$ cat src/rtl/alu_arb_pkg.sv
// rtl/alu_arb_pkg.sv - shared opcodes, FSM encoding and widths for the ALU arbiter
// Contents: W_DEF default datapath width, A_* opcode constants,
// state_t FSM encoding, op_legal() opcode range check.
package alu_arb_pkg;

    localparam int W_DEF = 32;

    localparam logic [4:0] A_NOP       = 5'h00;
    localparam logic [4:0] A_ADD       = 5'h01;
    localparam logic [4:0] A_SUB       = 5'h02;
    localparam logic [4:0] A_AND       = 5'h03;
    localparam logic [4:0] A_OR        = 5'h04;
    localparam logic [4:0] A_XOR       = 5'h05;
    localparam logic [4:0] A_NOR       = 5'h06;
    localparam logic [4:0] A_MAX_LEGAL = 5'h06;

    typedef enum logic [1:0] {
        S_IDLE  = 2'd0,
        S_ISSUE = 2'd1,
        S_RESP  = 2'd2
    } state_t;

    function automatic logic op_legal(input logic [4:0] op);
        return op <= A_MAX_LEGAL;
    endfunction

endpackage

$ cat src/rtl/alu_arb_grant.sv
// rtl/alu_arb_grant.sv - two-way round-robin grant selector
// Ports: valid[1:0] requests, last_grant id of the previous winner,
// grant id of the requester that wins this cycle.
module rr_grant2 (
    input  logic [1:0] valid,
    input  logic       last_grant,
    output logic       grant
);

    always_comb begin
        grant = 1'b0;
        if (valid == 2'b11) begin
            grant = ~last_grant;
        end else if (valid[1]) begin
            grant = 1'b1;
        end
    end

endmodule

$ cat src/rtl/alu_arb.sv
// rtl/alu_arb.sv - arbitrates two requesters onto one shared, registered ALU
// Ports: clk, rst (sync, active-high); reqN_valid/ready/a/b/op request
// channels; respN_valid/data/err one-cycle result pulses; alu_a/alu_b/alu_op
// to the shared ALU and alu_out back from it; busy; op_cnt completed ops.
module alu_arb
    import alu_arb_pkg::*;
#(
    parameter int W     = W_DEF,
    parameter int CNT_W = 16
) (
    input  logic             clk,
    input  logic             rst,
    input  logic             req0_valid,
    output logic             req0_ready,
    input  logic [W-1:0]     req0_a,
    input  logic [W-1:0]     req0_b,
    input  logic [4:0]       req0_op,
    input  logic             req1_valid,
    output logic             req1_ready,
    input  logic [W-1:0]     req1_a,
    input  logic [W-1:0]     req1_b,
    input  logic [4:0]       req1_op,
    output logic             resp0_valid,
    output logic [W-1:0]     resp0_data,
    output logic             resp0_err,
    output logic             resp1_valid,
    output logic [W-1:0]     resp1_data,
    output logic             resp1_err,
    output logic [W-1:0]     alu_a,
    output logic [W-1:0]     alu_b,
    output logic [4:0]       alu_op,
    input  logic [W-1:0]     alu_out,
    output logic             busy,
    output logic [CNT_W-1:0] op_cnt
);

    state_t           state_q, state_d;
    logic             last_grant_q;
    logic             lat_id_q;
    logic [W-1:0]     lat_a_q, lat_b_q;
    logic [4:0]       lat_op_q;
    logic [CNT_W-1:0] op_cnt_q;
    logic             grant;
    logic             accept;
    logic             lat_legal;

    rr_grant2 u_grant (
        .valid      ({req1_valid, req0_valid}),
        .last_grant (last_grant_q),
        .grant      (grant)
    );

    assign accept    = (state_q == S_IDLE) && (req0_valid || req1_valid);
    assign lat_legal = op_legal(lat_op_q);
    assign op_cnt    = op_cnt_q;

    always_ff @(posedge clk) begin
        if (rst) begin
            state_q <= S_IDLE;
        end else begin
            state_q <= state_d;
        end
    end

    always_comb begin
        state_d     = state_q;
        req0_ready  = 1'b0;
        req1_ready  = 1'b0;
        alu_a       = '0;
        alu_b       = '0;
        alu_op      = A_NOP;
        resp0_valid = 1'b0;
        resp0_data  = '0;
        resp0_err   = 1'b0;
        resp1_valid = 1'b0;
        resp1_data  = '0;
        resp1_err   = 1'b0;
        busy        = (state_q != S_IDLE);
        case (state_q)
            S_IDLE: begin
                if (accept) begin
                    state_d = S_ISSUE;
                    if (grant) begin
                        req1_ready = 1'b1;
                    end else begin
                        req0_ready = 1'b1;
                    end
                end
            end
            S_ISSUE: begin
                state_d = S_RESP;
                alu_a   = lat_a_q;
                alu_b   = lat_b_q;
                // Illegal opcodes never reach the ALU; it sees a NOP instead.
                if (lat_legal) begin
                    alu_op = lat_op_q;
                end
            end
            S_RESP: begin
                state_d = S_IDLE;
                if (lat_id_q) begin
                    resp1_valid = 1'b1;
                    resp1_data  = lat_legal ? alu_out : '0;
                    resp1_err   = ~lat_legal;
                end else begin
                    resp0_valid = 1'b1;
                    resp0_data  = lat_legal ? alu_out : '0;
                    resp0_err   = ~lat_legal;
                end
            end
            default: begin
                state_d = S_IDLE;
            end
        endcase
    end

    always_ff @(posedge clk) begin
        if (rst) begin
            // last_grant=1 lets requester 0 win the first tie after reset.
            last_grant_q <= 1'b1;
            lat_id_q     <= 1'b0;
            lat_a_q      <= '0;
            lat_b_q      <= '0;
            lat_op_q     <= A_NOP;
            op_cnt_q     <= '0;
        end else begin
            if (accept) begin
                last_grant_q <= grant;
                lat_id_q     <= grant;
                if (grant) begin
                    lat_a_q  <= req1_a;
                    lat_b_q  <= req1_b;
                    lat_op_q <= req1_op;
                end else begin
                    lat_a_q  <= req0_a;
                    lat_b_q  <= req0_b;
                    lat_op_q <= req0_op;
                end
            end
            if (state_q == S_RESP) begin
                op_cnt_q <= op_cnt_q + CNT_W'(1);
            end
        end
    end

endmodule

$ cat config.mk
export PLATFORM = sky130hd
export DESIGN_NAME = alu_arb
export DESIGN_NICKNAME = d
export VERILOG_FILES = /design/src/rtl/alu_arb_pkg.sv /design/src/rtl/alu_arb_grant.sv /design/src/rtl/alu_arb.sv
export SDC_FILE = /design/constraint.sdc
export NUM_CORES = 1
export LEC_CHECK = 0
export ABC_AREA = 1
export CORE_ASPECT_RATIO = 0.5
export CORE_UTILIZATION = 33
export CTS_CLUSTER_SIZE = 20
export DETAILED_ROUTE_END_ITERATION = 8
export PLACE_DENSITY = 0.77
export SLEW_MARGIN = 20
export SYNTH_ARGS = -nofsm -noshare
export SYNTH_HDL_FRONTEND = slang
export SYNTH_HIERARCHICAL = 1
export SYNTH_SLANG_ARGS = --single-unit
export TNS_END_PERCENT = 100
$ cat constraint.sdc
create_clock -name clk -period 1.4 [get_ports clk]
set_input_delay 0.35 -clock clk [delete_from_list [all_inputs] [get_ports clk]]
set_output_delay 0.35 -clock clk [all_outputs]
set_load 0.05 [all_outputs]
==> impl_table.tex, run 1 <==
\begin{tabular}{lr}
\hline
Metric & Value \\
\hline
\multicolumn{2}{l}{\textbf{Timing}} \\
Endpoint with the least setup slack after the last global-route repair & resp1\_data[30] \\
Type of pin the worst path ends at & output port \\
\multicolumn{2}{l}{\textbf{Clock tree}} \\
Post-CTS Hold Fix Bufs & 0 \\
Number of sinks handled by clock tree synthesis & 89 \\
Number of clock buffers inserted by TritonCTS & 9 \\
Longest Clk Path Bufs & 2 \\
CTS Root Buffer Type & clkbuf\_16 \\
Total number of H-tree levels & 3 \\
\multicolumn{2}{l}{\textbf{Logic synthesis}} \\
Number of different library cells in the post-synthesis netlist & 27 \\
Commonest register cell after synthesis & dfxtp\_1 \\
Mapped Avg Cell Area & 6.613 µm² \\
Summed instance area of the synthesized netlist & 5125 µm² \\
Number of enable flip-flop cells after synthesis & 0 \\
Proportion of synthesized chip area in sequential cells & 0.3477 \\
Synth warn & 6 \\
Cell count after synthesis & 775 \\
Share of synthesized registers carrying an async set or reset & 0 \\
Register bit total from synthesis & 89 \\
\multicolumn{2}{l}{\textbf{Placed design}} \\
Number of port buffers & 327 \\
Post-placement worst setup slack & -623.7 ps \\
Final HPWL from detailed placement & 16170 µm \\
Routability cong. & 0.8959 \\
\multicolumn{2}{l}{\textbf{Outcome}} \\
Status & did not finish \\
First error & [ERROR GRT-0232] Routing congestion too high. Check the congestion heatmap in the GUI. \\
Step where the flow halted & 5\_1\_grt \\
\multicolumn{2}{l}{\textbf{Global route}} \\
Number of antenna violations at the first check in global routing & 5 \\
Maximum number of pins on one net before global-route repair & 38 \\
Total global routing overflow & 110 \\
Total track usage & 0.7661 \\
\multicolumn{2}{l}{\textbf{Die}} \\
Placement Rows & 31 \\
Total I/O pin count & 330 \\
Initial Utilization & 0.3459 \\
Die H & 90.12 µm \\
DIE WIDTH & 178.2 µm \\
\hline
\end{tabular}
## what timing repair did
item | 4_1_cts
pin swaps | 81
gates cloned | 28
resized for setup | 312
setup buffers | 25
setup endpoints to repair | 210
## cell usage after synthesis, drive strengths merged, types with 2 or more instances
library cell	count	area (µm²)
nand2	206	778.2
nor2	170	658.1
dfxtp	89	1782
inv	86	322.8
a21oi	74	374.1
mux2	69	777.0
buf	39	208.9
clkbuf	11	41.29
nand3	10	50.05
o21ai	7	35.03
nor3	4	25.02
xor2	3	26.28
nand4	2	12.51
## logic make-up after synthesis
group | after synthesis | share of synthesized area
muxes | 69 | 0.1516
AOI/OAI and AO/OA | 82 | 0.08130
other | 1 | 0.0007317
DFF | 89 | 0.3477
buffers and inverters | 137 | 0.1125
xor gates and xnor gates | 3 | 0.005128
and+or+nand+nor | 393 | 0.2986
adders and majority gates | 1 | 0.002441
## metrics by stage
| step | utilization | hold slack, ps | TNS (ps) | cells | cell area, µm² |
|---|---|---|---|---|---|
| 4_1_cts | 0.9232 | 399.7 | -76600 | 1366 | 13680 |
| 2_1_floorplan | - | 443.6 | -29290 | 776 | 6178 |
| 3_3_place_gp | 0.7665 | 451.4 | -51730 | 1297 | 11360 |
| 3_5_place_dp | 0.7665 | 455.1 | -55590 | 1297 | 11360 |
## metal layers
layer  track usage  overflow
met4        0.8263        50
met1        0.7566         0
met3        0.6049         1
met2        0.9397        59
met5        0.1154         0
==> run 2, diff against run 1 <==
- CORE_AREA: not set -> 2 2 128 130
- CORE_ASPECT_RATIO: 0.5 -> not set
- CORE_UTILIZATION: 33 -> not set
- CTS_CLUSTER_SIZE: 20 -> not set
- DIE_AREA: not set -> 0 0 130 132
- PLACE_DENSITY: 0.77 -> not set
- PLACE_DENSITY_LB_ADDON: not set -> 0.15
- clock period: 1.4 -> 1.82 ns (I/O delays scaled with it)
==> run 2 against run 1 <==
Compared with the run above: the flow now finishes, with violations (negative setup slack); area after synthesis unchanged; synthesized cell count is the same.
==> impl_table.tex, run 2 <==
\begin{tabular}{lr}
\hline
Metric & Value \\
\hline
\multicolumn{2}{l}{\textbf{Layout}} \\
Fin util & 0.7866 \\
Final Net Count & 1309 \\
Layout filler cell count & 987 \\
Total inserted antenna cells & 0 \\
Share of cells above drive strength 1 & 0.4464 \\
Cell Count, Final, Fillers Out & 1354 \\
Signed area change from the synthesized netlist to the final layout & 141.2\% \\
Final instance area & 12360 µm² \\
Commonest non-fill, non-tap cell in the layout & clkdlybuf4s50\_1 \\
Commonest non-fill, non-tap cells in the layout & 170 x clkdlybuf4s50\_1, 166 x nand2\_1, 135 x nor2\_4, 91 x buf\_12, 81 x dfxtp\_1 \\
\multicolumn{2}{l}{\textbf{Logic synthesis}} \\
Number of different library cells in the post-synthesis netlist & 27 \\
Library cell occupying the most area in the post-synthesis netlist & dfxtp\_1 \\
Mapped Avg Cell Area & 6.613 µm² \\
Commonest register cell after synthesis & dfxtp\_1 \\
Synth top cells by count & 204 x nand2\_1, 166 x nor2\_1, 89 x dfxtp\_1 \\
Synth warn & 6 \\
Share of synthesized registers carrying an async set or reset & 0 \\
Summed instance area of the synthesized netlist & 5125 µm² \\
Leading post-synthesis cells by cell area & dfxtp\_1 35\%, mux2\_2 15\%, nand2\_1 15\% \\
Share of the synthesized area in the top cell type & 0.3477 \\
Most common cell in the synthesized netlist & nand2\_1 \\
Cell count after synthesis & 775 \\
Register bit total from synthesis & 89 \\
Proportion of synthesized chip area in sequential cells & 0.3477 \\
Number of enable flip-flop cells after synthesis & 0 \\
\multicolumn{2}{l}{\textbf{Critical path}} \\
Crit path kind & flip-flop to primary output \\
Category of the worst setup path launch point & flip-flop \\
Data required, critical path & 1360 ps \\
Type of element capturing the critical path & primary output \\
Crit path DAT & 1580 ps \\
Start point of the critical path & lat\_op\_q[3] \\
Worst flop-to-flop path startpoint & state\_q[1] \\
Crit-path max FO & 5 \\
\multicolumn{2}{l}{\textbf{Die}} \\
DIE WIDTH & 130 µm \\
Placement Rows & 46 \\
Total I/O pin count & 330 \\
Initial Utilization & 0.3262 \\
Die H & 132 µm \\
Floorplan die area & 17160 µm² \\
Placeable Area & 15710 µm² \\
\multicolumn{2}{l}{\textbf{Timing}} \\
RSZ-0062 raised after global routing & true \\
Highest Clock Rate & 492.1 MHz \\
Minimum setup slack in the final design & -212.1 ps \\
Final-report hold violation count & 0 \\
Share of the clock period used by the worst path & 1.117 \\
Final setup TNS & -15400 ps \\
Setup violations, final & 118 \\
Final critical delay including setup and external delays & 2032 ps \\
Worst clock skew & 9.275 ps \\
Max-slew violation count & 0 \\
\multicolumn{2}{l}{\textbf{Global route}} \\
Maximum number of pins on one net before global-route repair & 48 \\
Number of antenna violations at the first check in global routing & 0 \\
Number of global-route vias before repair & 6549 \\
First-pass GRT wire length & 36520 µm \\
Total global routing overflow & 0 \\
Total track usage & 0.2743 \\
\multicolumn{2}{l}{\textbf{Power and ir drop}} \\
Switching power share of the total & 0.3496 \\
Clock network fraction of total power & 0.252 \\
Proportion of power drawn by flip-flops and latches & 0.306 \\
Power per Cell Area & 581.0 nW/µm² \\
P\_int & 4.670 mW \\
Lkg Pwr & 4.618 nW \\
Peak VDD IR & 0.4920 mV \\
Power spent charging and discharging nets & 2.511 mW \\
Combinational Power Share & 0.442 \\
\multicolumn{2}{l}{\textbf{Routing}} \\
Total iterations of the first detailed-routing run & 4 \\
Mean number of vias per cell & 4.761 \\
Post-detailed-route wirelength per cell & 18.43 µm \\
Initial DRC Count & 280 \\
DRT Wirelength & 24960 µm \\
ANT nets after route & 0 \\
Total number of vias & 6447 \\
DRC errors left & 0 \\
\multicolumn{2}{l}{\textbf{Worst hold path}} \\
Hold/Removal Path Class & flip-flop to flip-flop \\
Startpoint of the most critical hold path & lat\_b\_q[21] \\
\multicolumn{2}{l}{\textbf{Clock tree}} \\
Clock-pin slew on the worst setup and hold paths & 60 ps \\
Total number of H-tree levels & 3 \\
CTS tree & yes \\
Worst-skew pair later-pin latency & 340 ps \\
Post-CTS Hold Fix Bufs & 0 \\
CTS Root Buffer Type & clkbuf\_16 \\
Number of clock buffers inserted by TritonCTS & 9 \\
Longest Clk Path Bufs & 2 \\
Number of sinks handled by clock tree synthesis & 89 \\
\multicolumn{2}{l}{\textbf{Outcome}} \\
Violations in the final reports & negative setup slack \\
Status & finished with violations \\
\multicolumn{2}{l}{\textbf{Job}} \\
Number of max-cap violations & 0 \\
\multicolumn{2}{l}{\textbf{Placed design}} \\
Final HPWL from detailed placement & 14870 µm \\
Post-placement cell count & 1293 \\
Routability cong. & 0.8270 \\
Number of port buffers & 327 \\
Area after detailed placement & 9841 µm² \\
\hline
\end{tabular}
run 2: cell counts after synthesis:
Identical to the previous run, type by type.
run 2: layout make-up:
cell class                      instances  area [µm²]  area share
Timing Repair Buffer                  395        5353      0.4331
Multi-Input combinational cell        552        4307      0.3484
Sequential cell                        89        1794      0.1452
Inverter                               87       357.8     0.02895
Tap cell                              216       270.3     0.02187
Clock buffer                           11       232.7     0.01883
Clock inverter                          4       45.04    0.003644
run 2: worst max-delay path: stages (launching register included):
cell and delay (ps):
dfxtp_2 320, nor2_2 110, nand2_2 80, clkinv_4 80, buf_12 140, buf_16 150, nand2_4 80, nor2_4 110
buf_6 170
run 2: cells by family (layout without fill, tap and decap cells):
logic type | after synthesis | after routing | share of synthesized area
adder cells (fa/ha/maj) | 1 | 1 | 0.002441
flip-flops | 89 | 89 | 0.3477
other | 1 | 2 | 0.0007317
XOR/XNOR | 3 | 3 | 0.005128
multiplexers | 69 | 69 | 0.1516
buffers and inverters | 137 | 497 | 0.1125
AO/OA/AOI/OAI | 82 | 82 | 0.08130
AND/OR/NAND/NOR | 393 | 395 | 0.2986
run 2: power groups by stage:
stage,sequential [mW],clock [mW],combinational (mW)
after floorplan,2.21,0,1.23
after global placement,2.22,0,2.19
after detailed placement,2.23,0,2.20
final,2.20,1.81,3.18
after CTS,2.19,1.84,2.99
after global routing,2.22,1.94,3.34
run 2: stage by stage:
step / power, mW / hold WS (ps) / setup WS (ps)
2_1_floorplan: 3.446 / 443.6 / -169.5
3_3_place_gp: 4.411 / 451.2 / -297.8
3_5_place_dp: 4.428 / 455.0 / -323.8
4_1_cts: 7.024 / 464.3 / -179.3
5_1_grt: 7.490 / 484.7 / -263.8
6_report: 7.181 / 463.0 / -212.1
run 2: path summary, 6_finish.rpt:
check / depth (start not counted) / slack (ps) / endpoint
hold reg to reg: 2 / 460 / lat_b_q[21]
setup / recovery: 8 / -210 / resp1_data[26]
setup reg to reg: 9 / 170 / lat_b_q[7]
hold / removal: 2 / 460 / lat_b_q[21]
run 2: routing by layer:
layer | up-vias | GRT usage | wire, µm
li1 | 3119 | - | -
met1 | 2981 | 0.2887 | 8603
met2 | 271 | 0.4974 | 13130
met3 | 76 | 0.07711 | 1990
met4 | 0 | 0.1278 | 1231
met5 | - | 0 | 0
run 2: timing repair:
item / 4_1_cts / 5_1_grt
pin swaps: 29 / 35
resized for setup: 330 / 51
buffers inserted: 19 / 11
cloned: 18 / 3
endpoints found under the setup margin: 126 / 137
No activity file was read; power rests on OpenSTA's default activity.
